### config.mk
export PLATFORM = sky130hd
export DESIGN_NAME = exc_mem_pipe_flat
export DESIGN_NICKNAME = d
export VERILOG_FILES = /design/src/rtl/exc_mem_pipe_pkg.sv /design/src/rtl/exc_mem_pipe_if.sv /design/src/rtl/exc_addr_check.sv /design/src/rtl/exc_mem_pipe.sv /design/src/flat_wrapper.sv
export SDC_FILE = /design/constraint.sdc
export NUM_CORES = 1
export LEC_CHECK = 0
export CAP_MARGIN = 20
export CORE_MARGIN = 2
export CORE_UTILIZATION = 41
export CTS_CLUSTER_SIZE = 10
export DETAILED_ROUTE_END_ITERATION = 10
export PLACE_DENSITY = 0.7
export SYNTH_ARGS = -nofsm -noshare
export SYNTH_HDL_FRONTEND = slang
export SYNTH_SLANG_ARGS = --single-unit
export TNS_END_PERCENT = 50
### constraint.sdc
create_clock -name clk -period 4.65 [get_ports clk]
set_clock_uncertainty 0.15 [all_clocks]
set_input_delay 1.395 -clock clk [delete_from_list [all_inputs] [get_ports clk]]
set_output_delay 1.395 -clock clk [all_outputs]
set_load 0.01 [all_outputs]
### src/rtl/exc_mem_pipe_pkg.sv
// Shared definitions for the M/W exception pipeline slice.
// Holds the load/store opcodes, the exception codes this stage raises,
// the pipeline FSM state encoding and a helper that decodes an opcode
// into memory-access attributes (is memory op, is load, access size).
package exc_pkg;

  localparam logic [5:0] OP_LB  = 6'h20;
  localparam logic [5:0] OP_LH  = 6'h21;
  localparam logic [5:0] OP_LW  = 6'h23;
  localparam logic [5:0] OP_LBU = 6'h24;
  localparam logic [5:0] OP_LHU = 6'h25;
  localparam logic [5:0] OP_SB  = 6'h28;
  localparam logic [5:0] OP_SH  = 6'h29;
  localparam logic [5:0] OP_SW  = 6'h2b;

  localparam logic [4:0] EXC_NONE = 5'd0;
  localparam logic [4:0] EXC_ADEL = 5'd4;
  localparam logic [4:0] EXC_ADES = 5'd5;

  typedef enum logic {
    ST_IDLE = 1'b0,
    ST_PEND = 1'b1
  } state_e;

  typedef struct packed {
    logic       is_mem;
    logic       is_load;
    logic [2:0] size;
  } mem_op_t;

  // Map a primary opcode to its memory-access attributes.
  function automatic mem_op_t decode_op(input logic [5:0] op);
    mem_op_t d;
    d = '{is_mem: 1'b0, is_load: 1'b0, size: 3'd0};
    case (op)
      OP_LW:         d = '{is_mem: 1'b1, is_load: 1'b1, size: 3'd4};
      OP_LH, OP_LHU: d = '{is_mem: 1'b1, is_load: 1'b1, size: 3'd2};
      OP_LB, OP_LBU: d = '{is_mem: 1'b1, is_load: 1'b1, size: 3'd1};
      OP_SW:         d = '{is_mem: 1'b1, is_load: 1'b0, size: 3'd4};
      OP_SH:         d = '{is_mem: 1'b1, is_load: 1'b0, size: 3'd2};
      OP_SB:         d = '{is_mem: 1'b1, is_load: 1'b0, size: 3'd1};
      default:       d = '{is_mem: 1'b0, is_load: 1'b0, size: 3'd0};
    endcase
    return d;
  endfunction

endpackage

### src/rtl/exc_mem_pipe_if.sv
// Bundle of the M-stage inputs, W-stage exception outputs and handshake
// between the pipeline (master) and the exception register (slave).
//   master: drives in_valid, instr_m, ao_m, ov_m, pc_m, exccode_e, bd_e,
//           stall, flush, exc_ack; receives the registered exception state.
//   slave : the reverse.
interface exc_mem_pipe_if;
  logic        in_valid;
  logic [31:0] instr_m;
  logic [31:0] ao_m;
  logic        ov_m;
  logic [31:0] pc_m;
  logic [4:0]  exccode_e;
  logic        bd_e;
  logic        stall;
  logic        flush;
  logic        exc_ack;
  logic [4:0]  exccode_w;
  logic        bd_w;
  logic [31:0] epc_w;
  logic [31:0] badvaddr_w;
  logic        exc_req;
  logic        busy;

  modport master (
    output in_valid, instr_m, ao_m, ov_m, pc_m, exccode_e, bd_e,
           stall, flush, exc_ack,
    input  exccode_w, bd_w, epc_w, badvaddr_w, exc_req, busy
  );

  modport slave (
    input  in_valid, instr_m, ao_m, ov_m, pc_m, exccode_e, bd_e,
           stall, flush, exc_ack,
    output exccode_w, bd_w, epc_w, badvaddr_w, exc_req, busy
  );
endinterface

### src/rtl/exc_addr_check.sv
// Combinational M-stage exception classifier.
// Ports: in_valid_i, op_i (primary opcode), ao_i (effective address),
// ov_i (address-add overflow), exccode_e_i (earlier-stage code);
// code_o (resulting exception code), badvaddr_o (faulting address or 0).
module exc_addr_check
  import exc_pkg::*;
#(
  parameter int                  N_DEV        = 2,
  parameter logic [31:0]         DM_TOP       = 32'h0000_2fff,
  parameter logic [N_DEV*32-1:0] DEV_BASE     = {32'h7f10, 32'h7f00},
  parameter logic [N_DEV*16-1:0] DEV_RD_BYTES = {16'd12, 16'd12},
  parameter logic [N_DEV*16-1:0] DEV_WR_BYTES = {16'd8, 16'd8}
) (
  input  logic        in_valid_i,
  input  logic [5:0]  op_i,
  input  logic [31:0] ao_i,
  input  logic        ov_i,
  input  logic [4:0]  exccode_e_i,
  output logic [4:0]  code_o,
  output logic [31:0] badvaddr_o
);

  mem_op_t     dec_s;
  logic [32:0] ao33_s;
  logic [32:0] last_s;
  logic        dm_ok_s;
  logic        misal_s;
  logic        dev_hit_s;
  logic [32:0] base_s;
  logic [32:0] lim_s;

  assign dec_s  = decode_op(op_i);
  assign ao33_s = {1'b0, ao_i};
  // 33-bit sum so an access running past 32'hffff_ffff cannot wrap into range.
  assign last_s  = ao33_s + {30'd0, dec_s.size} - 33'd1;
  assign dm_ok_s = (last_s <= {1'b0, DM_TOP});

  // Alignment: words need ao[1:0]==0, halfwords ao[0]==0, bytes always fine.
  always_comb begin
    misal_s = 1'b0;
    case (dec_s.size)
      3'd4:    misal_s = (ao_i[1:0] != 2'b00);
      3'd2:    misal_s = ao_i[0];
      default: misal_s = 1'b0;
    endcase
  end

  // Device windows accept only full-word accesses; span depends on direction.
  always_comb begin
    dev_hit_s = 1'b0;
    base_s    = 33'd0;
    lim_s     = 33'd0;
    for (int i = 0; i < N_DEV; i++) begin
      base_s = {1'b0, DEV_BASE[32*i +: 32]};
      if (dec_s.is_load) begin
        lim_s = {17'd0, DEV_RD_BYTES[16*i +: 16]};
      end else begin
        lim_s = {17'd0, DEV_WR_BYTES[16*i +: 16]};
      end
      if ((dec_s.size == 3'd4) && (lim_s != 33'd0) &&
          (ao33_s >= base_s) && (ao33_s <= base_s + lim_s - 33'd1)) begin
        dev_hit_s = 1'b1;
      end else begin
        dev_hit_s = dev_hit_s;
      end
    end
  end

  // Priority: bubble, then earlier-stage code, then overflow/alignment/range.
  always_comb begin
    code_o     = EXC_NONE;
    badvaddr_o = 32'd0;
    if (!in_valid_i) begin
      code_o     = EXC_NONE;
      badvaddr_o = 32'd0;
    end else if (exccode_e_i != EXC_NONE) begin
      code_o     = exccode_e_i;
      badvaddr_o = 32'd0;
    end else if (dec_s.is_mem && (ov_i || misal_s || !(dm_ok_s || dev_hit_s))) begin
      code_o     = dec_s.is_load ? EXC_ADEL : EXC_ADES;
      badvaddr_o = ao_i;
    end else begin
      code_o     = EXC_NONE;
      badvaddr_o = 32'd0;
    end
  end

endmodule

### src/rtl/exc_mem_pipe.sv
// M/W pipeline register carrying exception state toward CP0.
// Ports: clk, reset (async, active-low), bus (exc_mem_pipe_if.slave):
//   inputs  in_valid, instr_m, ao_m, ov_m, pc_m, exccode_e, bd_e,
//           stall, flush, exc_ack
//   outputs exccode_w, bd_w, epc_w, badvaddr_w, exc_req, busy
// Once a nonzero code is captured the block parks in PEND, holding its
// outputs and back-pressuring upstream until CP0 acknowledges.
module exc_mem_pipe
  import exc_pkg::*;
#(
  parameter int                  N_DEV        = 2,
  parameter logic [31:0]         DM_TOP       = 32'h0000_2fff,
  parameter logic [N_DEV*32-1:0] DEV_BASE     = {32'h7f10, 32'h7f00},
  parameter logic [N_DEV*16-1:0] DEV_RD_BYTES = {16'd12, 16'd12},
  parameter logic [N_DEV*16-1:0] DEV_WR_BYTES = {16'd8, 16'd8}
) (
  input logic           clk,
  input logic           reset,
  exc_mem_pipe_if.slave bus
);

  state_e      state_q, state_d;
  logic [4:0]  code_q, code_d;
  logic        bd_q, bd_d;
  logic [31:0] epc_q, epc_d;
  logic [31:0] bad_q, bad_d;

  logic [4:0]  chk_code_s;
  logic [31:0] chk_bad_s;
  logic        unused_instr_s;

  assign unused_instr_s = ^bus.instr_m[25:0];

  exc_addr_check #(
    .N_DEV        (N_DEV),
    .DM_TOP       (DM_TOP),
    .DEV_BASE     (DEV_BASE),
    .DEV_RD_BYTES (DEV_RD_BYTES),
    .DEV_WR_BYTES (DEV_WR_BYTES)
  ) u_check (
    .in_valid_i  (bus.in_valid),
    .op_i        (bus.instr_m[31:26]),
    .ao_i        (bus.ao_m),
    .ov_i        (bus.ov_m),
    .exccode_e_i (bus.exccode_e),
    .code_o      (chk_code_s),
    .badvaddr_o  (chk_bad_s)
  );

  // Next-state and next-register values; flush beats stall, PEND ignores both.
  always_comb begin
    state_d = state_q;
    code_d  = code_q;
    bd_d    = bd_q;
    epc_d   = epc_q;
    bad_d   = bad_q;
    case (state_q)
      ST_IDLE: begin
        if (bus.flush) begin
          code_d = EXC_NONE;
          bd_d   = 1'b0;
          epc_d  = 32'd0;
          bad_d  = 32'd0;
        end else if (bus.stall) begin
          state_d = ST_IDLE;
        end else if (bus.in_valid) begin
          code_d  = chk_code_s;
          bd_d    = bus.bd_e;
          epc_d   = bus.bd_e ? (bus.pc_m - 32'd4) : bus.pc_m;
          bad_d   = chk_bad_s;
          state_d = (chk_code_s != EXC_NONE) ? ST_PEND : ST_IDLE;
        end else begin
          // An empty M stage enters W as a bubble.
          code_d = EXC_NONE;
          bd_d   = 1'b0;
          epc_d  = 32'd0;
          bad_d  = 32'd0;
        end
      end
      ST_PEND: begin
        if (bus.exc_ack) begin
          code_d  = EXC_NONE;
          bd_d    = 1'b0;
          epc_d   = 32'd0;
          bad_d   = 32'd0;
          state_d = ST_IDLE;
        end else begin
          state_d = ST_PEND;
        end
      end
      default: begin
        code_d  = EXC_NONE;
        bd_d    = 1'b0;
        epc_d   = 32'd0;
        bad_d   = 32'd0;
        state_d = ST_IDLE;
      end
    endcase
  end

  // State and M/W register; reset clears everything immediately.
  always_ff @(posedge clk or negedge reset) begin
    if (!reset) begin
      state_q <= ST_IDLE;
      code_q  <= EXC_NONE;
      bd_q    <= 1'b0;
      epc_q   <= 32'd0;
      bad_q   <= 32'd0;
    end else begin
      state_q <= state_d;
      code_q  <= code_d;
      bd_q    <= bd_d;
      epc_q   <= epc_d;
      bad_q   <= bad_d;
    end
  end

  assign bus.exccode_w  = code_q;
  assign bus.bd_w       = bd_q;
  assign bus.epc_w      = epc_q;
  assign bus.badvaddr_w = bad_q;
  // Both flags decode the single state flop, so they cannot glitch.
  assign bus.exc_req    = (state_q == ST_PEND);
  assign bus.busy       = (state_q == ST_PEND);

endmodule

### src/flat_wrapper.sv
// flat-port wrapper written by rule: the top's interface ports become plain ports
module exc_mem_pipe_flat import exc_pkg::*;
#(
  parameter int                  N_DEV        = 2,
  parameter logic [31:0]         DM_TOP       = 32'h0000_2fff,
  parameter logic [N_DEV*32-1:0] DEV_BASE     = {32'h7f10, 32'h7f00},
  parameter logic [N_DEV*16-1:0] DEV_RD_BYTES = {16'd12, 16'd12},
  parameter logic [N_DEV*16-1:0] DEV_WR_BYTES = {16'd8, 16'd8}
)
  (clk, reset, bus_in_valid, bus_instr_m, bus_ao_m, bus_ov_m, bus_pc_m, bus_exccode_e, bus_bd_e, bus_stall, bus_flush, bus_exc_ack, bus_exccode_w, bus_bd_w, bus_epc_w, bus_badvaddr_w, bus_exc_req, bus_busy);
  exc_mem_pipe_if bus_i ();
  input logic clk;
  input logic reset;
  input wire logic [$bits(bus_i.in_valid)-1:0] bus_in_valid;
  input wire logic [$bits(bus_i.instr_m)-1:0] bus_instr_m;
  input wire logic [$bits(bus_i.ao_m)-1:0] bus_ao_m;
  input wire logic [$bits(bus_i.ov_m)-1:0] bus_ov_m;
  input wire logic [$bits(bus_i.pc_m)-1:0] bus_pc_m;
  input wire logic [$bits(bus_i.exccode_e)-1:0] bus_exccode_e;
  input wire logic [$bits(bus_i.bd_e)-1:0] bus_bd_e;
  input wire logic [$bits(bus_i.stall)-1:0] bus_stall;
  input wire logic [$bits(bus_i.flush)-1:0] bus_flush;
  input wire logic [$bits(bus_i.exc_ack)-1:0] bus_exc_ack;
  output wire logic [$bits(bus_i.exccode_w)-1:0] bus_exccode_w;
  output wire logic [$bits(bus_i.bd_w)-1:0] bus_bd_w;
  output wire logic [$bits(bus_i.epc_w)-1:0] bus_epc_w;
  output wire logic [$bits(bus_i.badvaddr_w)-1:0] bus_badvaddr_w;
  output wire logic [$bits(bus_i.exc_req)-1:0] bus_exc_req;
  output wire logic [$bits(bus_i.busy)-1:0] bus_busy;
  assign bus_i.in_valid = bus_in_valid;
  assign bus_i.instr_m = bus_instr_m;
  assign bus_i.ao_m = bus_ao_m;
  assign bus_i.ov_m = bus_ov_m;
  assign bus_i.pc_m = bus_pc_m;
  assign bus_i.exccode_e = bus_exccode_e;
  assign bus_i.bd_e = bus_bd_e;
  assign bus_i.stall = bus_stall;
  assign bus_i.flush = bus_flush;
  assign bus_i.exc_ack = bus_exc_ack;
  assign bus_exccode_w = bus_i.exccode_w;
  assign bus_bd_w = bus_i.bd_w;
  assign bus_epc_w = bus_i.epc_w;
  assign bus_badvaddr_w = bus_i.badvaddr_w;
  assign bus_exc_req = bus_i.exc_req;
  assign bus_busy = bus_i.busy;
  exc_mem_pipe #(.N_DEV(N_DEV), .DM_TOP(DM_TOP), .DEV_BASE(DEV_BASE), .DEV_RD_BYTES(DEV_RD_BYTES), .DEV_WR_BYTES(DEV_WR_BYTES)) u_core (.clk(clk), .reset(reset), .bus(bus_i));
endmodule
==> summary.txt, run 1 <==
Status
  – Outcome: finished, violations left
  – Failing checks: negative setup slack

Detailed routing
  – DRC viols: 0
  – Vias post-DR: 7487
  – Drt total wl: 23940 um
  – Initial DRC count: 418
  – DRT antenna net count: 0
  – Wire per inst: 17.45 um
  – Drt pass-1 iters: 7
  – Vias per cell: 5.457

STA
  – Max-slew violations: 0
  – Crit share post-route: 1.120
  – Final WS setup: -557.7 ps
  – Setup TNS: -18850 ps
  – Hold WS: 327.4 ps
  – Final setup vio count: 35
  – FMAX: 192.0 MHz
  – Worst-margin pin slew: 1014 ps
  – Final min period: 5208 ps
  – RSZ-0062 raised after global routing: yes
  – Slew HR: 0.3219
  – Final hold violations: 0

GRT
  – Global-route wire length before repair: 37050 um
  – Initial antenna violation count: 0
  – Total congestion overflow: 0
  – Vias in the first global route: 7362
  – Total track usage: 0.2790
  – Largest net degree at the start of global routing: 72

Floorplan
  – Initial core utilization: 0.4135
  – Die W: 129.9 um
  – Die Area: 0.01687 mm2
  – Row cnt: 46
  – # IOs: 181
  – Core area: 0.01571 mm2
  – Die height: 129.9 um

Synthesis
  – Ranking of synthesized cells by area: dfrtp_1 27%, ha_1 13%, o21ai_0 6.8%
  – Yosys warnings: 0
  – Async S/R FF share, synth: 1.000
  – Share of the synthesized area in the top cell type: 0.2734
  – Cell Area, Synth: 0.006497 mm2
  – Avg Inst Size Synth: 7.924 um2
  – Cell taking the most area after synthesis: dfrtp_1
  – Synth Instances: 820
  – Post-synth EDFFs: 0
  – Register area share after synthesis: 0.2734
  – Synth unique cells: 70
  – Main flop type after synthesis: dfrtp_1
  – Yosys reg bits: 71
  – Syn_nets: 999

Placement
  – Hpwl dp: 19320 um
  – IO buf count: 154
  – Pre-CTS setup slack: -1489 ps
  – Placed Instances: 1349
  – Routability Congestion: 1.041

Setup path
  – Crit path kind: input port to flip-flop
  – Slowest CP cell: a2111o_1
  – CP delay by family, top: simple AND/OR/NAND/NOR gates
  – Critical path launch point type: input port
  – R2R depth: 7
  – Worst setup EP type: flip-flop
  – R2R setup slack: 2460 ps
  – CP arrival: 5280 ps
  – Worst reg2reg path endpoint: u_core.bus.badvaddr_w[26]
  – Critical-path maximum fanout: 8
  – Required @ worst endpoint: 4720 ps
  – Worst path cell trace: buf_6 -> a21o_1 -> or3_1 -> ha_2 -> inv_2 -> ha_4 -> inv_2 -> fa_2 -> nand2b_4 -> a2111o_1 -> a2111oi_4 -> nand4b_1 -> o21ai_1 -> or4_1 -> or4_4 -> nor3_4 -> buf_6 -> buf_12 -> o21ai_2
  – Max stage delay on crit path: 480 ps
  – Reg-to-reg critical path startpoint: u_core.bus.busy
  – Critical path buffers and inverters: 5

Clock network
  – Clock buffer count from CTS: 9
  – Clock Tree Buf Depth: 2
  – H-tree levels: 3
  – Clock-pin slew on the worst setup and hold paths: 60 ps
  – Root Buffer: clkbuf_16
  – Clk_lat worst skew: 330 ps
  – CTS tree: done
  – Clock Sinks: 71

Pwr
  – Power share of the clock group: 0.332
  – P_sw: 658.1 uW
  – Sequential share of power: 0.309
  – Logic pwr share: 0.359
  – Switching Fraction: 0.3168
  – Total power: 2.077 mW
  – Leak pwr: 4.566 nW
  – Worst IR Drop VDD: 0.1685 mV
  – Power density over cell area: 204.8 mW/mm2
  – Internal: 1.419 mW

Finish
  – Final Instance Count excl. Fillers: 1372
  – N_diodes: 0
  – Register area: 0.001777 mm2
  – FILL cells: 1357
  – Area growth, synth to finish: 56.09%
  – Multi-input gate area: 0.004444 mm2
  – Fraction of layout cells with a size suffix above 1: 0.2465
  – Nets: 1330

Min path
  – Hold Crit Class: flip-flop to flip-flop
  – Hold path startpoint: u_core.bus.badvaddr_w[17]
  – Hold path depth: 2
  – Sink of the worst hold path: u_core.bus.badvaddr_w[17]

Run
  – MaxCap Viol Count: 0
[layout by cell type, fill, tap and decap left out, drive strengths merged, types with 20 or more instances in the layout]
cell,n
buf,212
clkdlybuf4s50,146
nand2,115
o21ai,90
dfrtp,71
ha,69
inv,63
nor2,45
nand3,42
a21oi,34
xnor2,20
[power by group through the flow]
| stage | logic, mW | clock network, mW | registers (mW) |
|---|---|---|---|
| after floorplan | 0.319 | 0 | 0.660 |
| after global placement | 0.725 | 0 | 0.653 |
| after detailed placement | 0.729 | 0 | 0.654 |
| after CTS | 0.738 | 0.694 | 0.643 |
| after global routing | 0.810 | 0.717 | 0.644 |
| final | 0.746 | 0.689 | 0.642 |
[worst max path at each step]
stage | cells past startpoint | slack [ps] | endpoint | from
after global placement | 18 | -1360 | u_core.bus.busy | bus_instr_m[31]
final | 19 | -560 | u_core.bus.badvaddr_w[9] | bus_instr_m[29]
after floorplan | 17 | -800 | u_core.bus.badvaddr_w[10] | bus_instr_m[29]
after CTS | 19 | -870 | u_core.bus.badvaddr_w[7] | bus_instr_m[28]
after detailed placement | 18 | -1490 | u_core.bus.busy | bus_instr_m[31]
after global routing | 19 | -730 | u_core.bus.badvaddr_w[9] | bus_instr_m[29]
[state kept, by name (all words and copies together), names as in the netlist]
name                   count
u_core.bus.exccode_w       5
u_core.bus.badvaddr_w     32
u_core.bus.busy            1
u_core.bus.bd_w            1
u_core.bus.epc_w          32
[per-stage QoR]
stage,instance area (um2),utilization
2_1_floorplan,6513,-
3_3_place_gp,9630,0.6129
3_5_place_dp,9630,0.6129
4_1_cts,10060,0.6405
5_1_grt,10140,0.6455
6_report,10140,0.6455
[synthesized netlist by cell type, types with 6 or more instances]
| cell type | number |
|---|---|
| xor2_1 | 11 |
| nor2b_1 | 13 |
| nand4_1 | 19 |
| nor2_1 | 45 |
| o21ai_0 | 88 |
| nand3_1 | 42 |
| nand3b_1 | 7 |
| a21oi_1 | 34 |
| o311ai_0 | 6 |
| clkbuf_1 | 30 |
| a31oi_1 | 7 |
| nand2_1 | 115 |
| a22o_1 | 7 |
| xnor2_1 | 20 |
| a211oi_1 | 9 |
| nor4_1 | 14 |
| or4_1 | 6 |
| ha_1 | 69 |
| o31ai_1 | 10 |
| and3_1 | 7 |
| buf_6 | 6 |
| o21a_1 | 6 |
| inv_1 | 62 |
| nand2b_1 | 10 |
| nor3_1 | 13 |
| dfrtp_1 | 71 |
[metal layers]
metal,global-route usage,vias up,wire length [um],part of all wire
met5,0,-,0,0
met4,0.07590,0,540,0.023
met3,0.03198,32,1673,0.070
met2,0.4921,287,11520,0.48
met1,0.3624,3547,10210,0.43
li1,-,3621,-,-
[repair_timing]
action | in CTS | in global routing
cloned | 4 | 0
hold buffers | 0 | 0
buffers inserted | 3 | 0
endpoints found under the setup margin | 35 | 35
gates resized for setup | 80 | 24
pin swaps | 39 | 20
[cell families (layout without fill, tap and decap cells)]
kind of cell    count (synthesis)  count (layout)  share of synthesized area
xor+xnor                       31              31                    0.04179
compound gates                218             218                     0.2170
flops                          71              71                     0.2734
buf+inv                       102             438                    0.06740
simple gates                  321             321                     0.2532
fa+ha+maj                      70              70                     0.1360
mux                             7               7                    0.01117
[tightest hold or removal path, delay by kind of cell, from the launching register on]
family / cells / cell delay, ps
AOI/OAI and AO/OA: 1 / 50
and+or+nand+nor: 1 / 60
DFF: 1 / 340
[layout make-up]
class	instances	area share
clock inverter	7	0.007155
multi-input combinational	647	0.4382
clock buffer	9	0.02221
inverter	62	0.02295
timing repair buffer	360	0.3077
sequential	71	0.1752
tap	216	0.02665
No activity file was read; power rests on OpenSTA's default activity.
==> run 2, diff against run 1 <==
- SLEW_MARGIN: not set -> 20
- TNS_END_PERCENT: 50 -> 20
==> summary.txt, run 2 (same netlist as run 1, synthesis figures left out) <==
Status
  – Outcome: finished, violations left (unchanged)
  – Failing checks: negative setup slack (unchanged)

Detailed routing
  – DRC viols: 0 (unchanged)
  – Drt total wl: 24410 um (was 23940 um)
  – Drt pass-1 iters: 5 (was 7)
  – DRT antenna net count: 0 (unchanged)
  – Vias per cell: 5.500 (was 5.457)
  – Vias post-DR: 7623 (was 7487)
  – Initial DRC count: 474 (was 418)
  – Wire per inst: 17.61 um (was 17.45 um)

STA
  – Final setup vio count: 35 (unchanged)
  – Crit share post-route: 1.136 (was 1.120)
  – Worst-margin pin slew: 967.8 ps (was 1014 ps)
  – FMAX: 189.4 MHz (was 192.0 MHz)
  – Final min period: 5280 ps (was 5208 ps)
  – Final WS setup: -630.2 ps (was -557.7 ps)
  – Setup TNS: -20300 ps (was -18850 ps)
  – Slew HR: 0.3528 (was 0.3219)
  – RSZ-0062 raised after global routing: yes (unchanged)
  – Max-slew violations: 0 (unchanged)
  – Final hold violations: 0 (unchanged)

Floorplan
  – Row cnt: 46 (unchanged)
  – # IOs: 181 (unchanged)
  – Die Area: 0.01687 mm2 (unchanged)
  – Core area: 0.01571 mm2 (unchanged)
  – Initial core utilization: 0.4135 (unchanged)
  – Die height: 129.9 um (unchanged)
  – Die W: 129.9 um (unchanged)

Placement
  – Placed Instances: 1362 (was 1349)
  – Cell Area, Placed: 0.009741 mm2 (was 0.009630 mm2)
  – Pre-CTS setup slack: -1513 ps (was -1489 ps)
  – IO buf count: 154 (unchanged)
  – Hpwl dp: 19190 um (was 19320 um)
  – Routability Congestion: 0.9957 (was 1.041)

Setup path
  – Critical path launch point type: input port (unchanged)
  – Max stage delay on crit path: 490 ps (was 480 ps)
  – CP arrival: 5350 ps (was 5280 ps)
  – Worst setup EP type: flip-flop (unchanged)
  – Crit path kind: input port to flip-flop (unchanged)
  – Required @ worst endpoint: 4720 ps (about the same)
  – R2R depth: 7 (unchanged)
  – Critical-path maximum fanout: 8 (unchanged)
  – R2R setup slack: 2420 ps (was 2460 ps)
  – CP startpoint: bus_instr_m[30] (was bus_instr_m[29])
  – Reg-to-reg critical path startpoint: u_core.bus.busy (unchanged)
  – Worst path cell trace: buf_2 -> nand2b_4 -> or3_1 -> ha_2 -> inv_2 -> ha_4 -> inv_2 -> fa_2 -> nand2b_4 -> a2111o_1 -> a2111oi_4 -> nand4b_1 -> o21ai_1 -> or4_1 -> or4_4 -> nor3_4 -> buf_6 -> buf_12 -> o21ai_2 (was buf_6 -> a21o_1 -> or3_1 -> ha_2 -> inv_2 -> ha_4 -> inv_2 -> fa_2 -> nand2b_4 -> a2111o_1 -> a2111oi_4 -> nand4b_1 -> o21ai_1 -> or4_1 -> or4_4 -> nor3_4 -> buf_6 -> buf_12 -> o21ai_2)
  – Worst reg2reg path endpoint: u_core.bus.badvaddr_w[20] (was u_core.bus.badvaddr_w[26])
  – Slowest CP cell: a2111o_1 (unchanged)
  – Worst setup endpoint: u_core.bus.badvaddr_w[0] (was u_core.bus.badvaddr_w[9])

GRT
  – Vias in the first global route: 7473 (was 7362)
  – Global-route wire length before repair: 38130 um (was 37050 um)
  – GR Layer Usage met1: 0.3671 (was 0.3624)
  – Met3 Usage GRT: 0.04100 (was 0.03198)
  – Initial antenna violation count: 0 (unchanged)
  – Largest net degree at the start of global routing: 72 (unchanged)
  – Met2 usage in global routing: 0.5045 (was 0.4921)
  – Total track usage: 0.2879 (was 0.2790)
  – Total congestion overflow: 0 (unchanged)
  – Busiest grt layer: met2 (unchanged)

Pwr
  – Power density over cell area: 207.9 mW/mm2 (was 204.8 mW/mm2)
  – Worst IR Drop VDD: 0.1703 mV (was 0.1685 mV)
  – Sequential share of power: 0.300 (was 0.309)
  – P_sw: 660.9 uW (was 658.1 uW)
  – Logic pwr share: 0.361 (was 0.359)
  – Switching Fraction: 0.3082 (was 0.3168)
  – Power share of the clock group: 0.340 (was 0.332)
  – Leak pwr: 4.652 nW (was 4.566 nW)
  – Internal: 1.484 mW (was 1.419 mW)

Finish
  – Fraction of layout cells with a size suffix above 1: 0.2538 (was 0.2465)
  – Final Instance Count excl. Fillers: 1386 (was 1372)
  – N_diodes: 0 (unchanged)
  – Commonest non-fill, non-tap cell in the layout: buf_4 (unchanged)
  – Most frequent cells in the layout: 213 x buf_4, 146 x clkdlybuf4s50_1, 115 x nand2_1 (was 200 x buf_4, 146 x clkdlybuf4s50_1, 114 x nand2_1)
  – Nets: 1344 (was 1330)
  – Finished Cell Area: 0.01032 mm2 (was 0.01014 mm2)
  – Area growth, synth to finish: 58.79% (was 56.09%)

Clock network
  – Clock buffer count from CTS: 9 (unchanged)
  – Hold_buf cts: 0 (unchanged)
  – Root Buffer: clkbuf_16 (unchanged)
  – CTS tree: done (unchanged)
  – Clock Tree Buf Depth: 2 (unchanged)
  – Clock-pin slew on the worst setup and hold paths: 60 ps (about the same)
  – Clock Sinks: 71 (unchanged)
  – Clk_lat worst skew: 330 ps (about the same)
  – H-tree levels: 3 (unchanged)

Run
  – MaxCap Viol Count: 0 (unchanged)

Min path
  – Hold Crit Class: flip-flop to flip-flop (unchanged)
-- run 2: repair_timing --
| item | CTS | global route |
|---|---|---|
| cloned | 3 | 0 |
| setup endpoints to repair | 35 | 35 |
| setup buffers | 7 | 2 |
| resized for setup | 80 | 23 |
| pin swaps | 36 | 18 |
-- run 2: area by class of cell --
| type | count | area, um2 |
|---|---|---|
| fillers | 1292 | 5395 |
| multi-input cells | 647 | 4471 |
| repair buffers | 374 | 3254 |
| flip-flops and latches | 71 | 1777 |
| well taps | 216 | 270.3 |
| inverters | 62 | 232.7 |
| clock buffers | 9 | 225.2 |
| clock inverters | 7 | 87.58 |
-- run 2: metal layers --
layer / share of wire / up-vias
li1: - / 3650
met1: 0.42 / 3631
met2: 0.48 / 302
met3: 0.072 / 40
met4: 0.026 / 0
met5: 0 / -
-- run 2: metrics by stage --
stage | util | power, mW | hold WS (ps)
2_1_floorplan | - | 0.9784 | 366.2
3_3_place_gp | 0.6199 | 1.392 | 309.3
3_5_place_dp | 0.6199 | 1.397 | 319.3
4_1_cts | 0.6528 | 2.131 | 332.4
5_1_grt | 0.6566 | 2.248 | 345.1
6_report | 0.6566 | 2.145 | 326.3
-- run 2: worst min-delay path by stage --
stage                              startpoint                        end  cells past startpoint
floorplan            u_core.bus.badvaddr_w[0]   u_core.bus.badvaddr_w[0]                      2
global placement         u_core.bus.epc_w[23]       u_core.bus.epc_w[23]                      2
detailed placement       u_core.bus.epc_w[22]       u_core.bus.epc_w[22]                      2
CTS                      u_core.bus.epc_w[26]       u_core.bus.epc_w[26]                      2
global route             u_core.bus.epc_w[14]       u_core.bus.epc_w[14]                      2
finish              u_core.bus.badvaddr_w[18]  u_core.bus.badvaddr_w[18]                      2
-- run 2: worst max-delay path: cells and delay by family --
| kind | cells | cell delay [ps] |
|---|---|---|
| buf+inv | 5 | 540 |
| fa+ha+maj | 3 | 610 |
| compound gates | 4 | 980 |
| simple gates | 7 | 1810 |
-- run 2: power by group through the flow --
| stage | sequential, mW | clock (mW) | combinational [mW] |
|---|---|---|---|
| after floorplan | 0.660 | 0 | 0.319 |
| after global placement | 0.653 | 0 | 0.740 |
| after detailed placement | 0.654 | 0 | 0.743 |
| after CTS | 0.643 | 0.735 | 0.754 |
| after global routing | 0.644 | 0.768 | 0.836 |
| final | 0.643 | 0.728 | 0.774 |
==> run 3, diff against run 2 <==
- CAP_MARGIN: 20 -> 40
==> summary.txt, run 3 (same netlist as run 1, synthesis figures left out) <==
Status
  – Outcome: finished, violations left (unchanged)
  – Failing checks: negative setup slack (unchanged)

Detailed routing
  – Vias post-DR: 7586 (was 7623)
  – Vias per cell: 5.442 (was 5.500)
  – DRT antenna net count: 0 (unchanged)
  – Drt total wl: 24390 um (was 24410 um)
  – Initial DRC count: 558 (was 474)
  – Drt pass-1 iters: 5 (unchanged)
  – Wire per inst: 17.50 um (was 17.61 um)
  – DRC viols: 0 (unchanged)

Pwr
  – Power density over cell area: 203.8 mW/mm2 (was 207.9 mW/mm2)
  – Worst IR Drop VDD: 0.1614 mV (was 0.1703 mV)
  – Leak pwr: 4.691 nW (was 4.652 nW)

Finish
  – Final Instance Count excl. Fillers: 1394 (was 1386)
  – N_diodes: 0 (unchanged)
  – FILL cells: 1314 (was 1292)
  – Nets: 1352 (was 1344)
  – Area growth, synth to finish: 59.27% (was 58.79%)
  – Fraction of layout cells with a size suffix above 1: 0.2589 (was 0.2538)
  – Commonest non-fill, non-tap cell in the layout: buf_4 (unchanged)
  – Most frequent cells in the layout: 218 x buf_4, 146 x clkdlybuf4s50_1, 115 x nand2_1 (was 213 x buf_4, 146 x clkdlybuf4s50_1, 115 x nand2_1)

STA
  – Final hold violations: 0 (unchanged)
  – Final setup vio count: 35 (unchanged)
  – Max-slew violations: 0 (unchanged)
  – Final WS setup: -768.6 ps (was -630.2 ps)
  – Slew HR: 0.4631 (was 0.3528)
  – FMAX: 184.5 MHz (was 189.4 MHz)
  – Worst-margin pin slew: 785.1 ps (was 967.8 ps)
  – RSZ-0062 raised after global routing: yes (unchanged)
  – Final min period: 5419 ps (was 5280 ps)
  – Crit share post-route: 1.165 (was 1.136)
  – Hold WS: 323.9 ps (was 326.3 ps)

Run
  – MaxCap Viol Count: 0 (unchanged)

Clock network
  – Hold_buf cts: 0 (unchanged)
  – Root Buffer: clkbuf_16 (unchanged)
  – Clock Sinks: 71 (unchanged)
  – Clock-pin slew on the worst setup and hold paths: 60 ps (about the same)
  – H-tree levels: 3 (unchanged)
  – Clk_lat worst skew: 330 ps (about the same)
  – Clock Tree Buf Depth: 2 (unchanged)
  – CTS tree: done (unchanged)
  – Clock buffer count from CTS: 9 (unchanged)

Floorplan
  – Die Area: 0.01687 mm2 (unchanged)
  – # IOs: 181 (unchanged)
  – Die W: 129.9 um (unchanged)
  – Initial core utilization: 0.4135 (unchanged)
  – Row cnt: 46 (unchanged)
  – Core area: 0.01571 mm2 (unchanged)
  – Die height: 129.9 um (unchanged)

Min path
  – Hold Crit Class: flip-flop to flip-flop (unchanged)

GRT
  – Global-route wire length before repair: 37800 um (was 38130 um)
  – Largest net degree at the start of global routing: 53 (was 72)
  – Total congestion overflow: 0 (unchanged)
  – Total track usage: 0.2840 (was 0.2879)
  – Vias in the first global route: 7374 (was 7473)
  – Initial antenna violation count: 0 (unchanged)

Setup path
  – Critical path launch point type: input port (unchanged)
  – CP arrival: 5480 ps (was 5350 ps)
  – Required @ worst endpoint: 4710 ps (was 4720 ps)
  – Critical-path maximum fanout: 5 (was 8)
  – Crit path kind: input port to flip-flop (unchanged)
  – Worst setup EP type: flip-flop (unchanged)

Placement
  – IO buf count: 154 (unchanged)
  – Hpwl dp: 19290 um (was 19190 um)
  – Routability Congestion: 0.9957 (unchanged)
  – Pre-CTS setup slack: -1524 ps (was -1513 ps)
  – Placed Instances: 1364 (was 1362)
-- run 3: per-stage QoR --
| step | total power, mW | utilization | setup TNS, ps | cell area, um2 |
|---|---|---|---|---|
| 4_1_cts | 2.099 | 0.6539 | -28220 | 10270 |
| 3_3_place_gp | 1.392 | 0.6199 | -46030 | 9741 |
| 3_5_place_dp | 1.400 | 0.6224 | -48970 | 9779 |
| 6_report | 2.109 | 0.6586 | -25590 | 10350 |
| 2_1_floorplan | 0.9784 | - | -27680 | 6513 |
| 5_1_grt | 2.214 | 0.6586 | -28360 | 10350 |
-- run 3: power breakdown --
group,switching (mW),internal (mW)
combinational,0.388,0.388
sequential,0.00962,0.633
clock,0.263,0.428
total,0.660,1.45
-- run 3: area by class of cell --
class | count | area [um2] | area share
clock buffers | 10 | 239.0 | 0.02309
inverters | 62 | 232.7 | 0.02249
well taps | 216 | 270.3 | 0.02612
multi-input cells | 647 | 4444 | 0.4295
clock inverters | 6 | 58.81 | 0.005682
repair buffers | 382 | 3327 | 0.3215
flip-flops and latches | 71 | 1777 | 0.1717
-- run 3: worst max-delay path, cell delays in order --
cell and delay [ps]:
buf_2 110, nand2b_4 140, or3_1 350, ha_2 190
inv_2 70, ha_4 140, inv_2 40, fa_2 330
nand2b_4 140, a2111o_1 480, buf_4 170, buf_4 140
a211oi_2 190, buf_4 150, o32ai_1 90, a221oi_2 280
and3_1 180, nand4_1 200, nor3_4 290, buf_6 200
buf_8 140, o21ai_2 60
-- run 3: path summary, 6_finish.rpt --
kind                                       from                         to  slack, ps  depth (start not counted)
hold reg to reg            u_core.bus.epc_w[25]       u_core.bus.epc_w[25]        320                          2
setup / recovery                bus_instr_m[30]    u_core.bus.exccode_w[0]       -770                         22
hold / removal             u_core.bus.epc_w[25]       u_core.bus.epc_w[25]        320                          2
setup reg to reg                u_core.bus.busy  u_core.bus.badvaddr_w[23]       2450                          7
max in group asynchronous                 reset  u_core.bus.badvaddr_w[30]       3010                          2
min in group asynchronous                 reset  u_core.bus.badvaddr_w[13]        790                          1
-- run 3: repair_timing --
action	in CTS	in global routing
cloned	3	1
endpoints found under the setup margin	35	35
setup buffers	6	5
pin swaps	36	13
resized for setup	80	20
-- run 3: per-layer routing --
layer | global-route usage | share of wire | vias to the layer above
li1 | - | - | 3666
met1 | 0.3650 | 0.43 | 3595
met2 | 0.4958 | 0.48 | 294
met3 | 0.04551 | 0.073 | 31
met4 | 0.07717 | 0.019 | 0
met5 | 0 | 0 | -
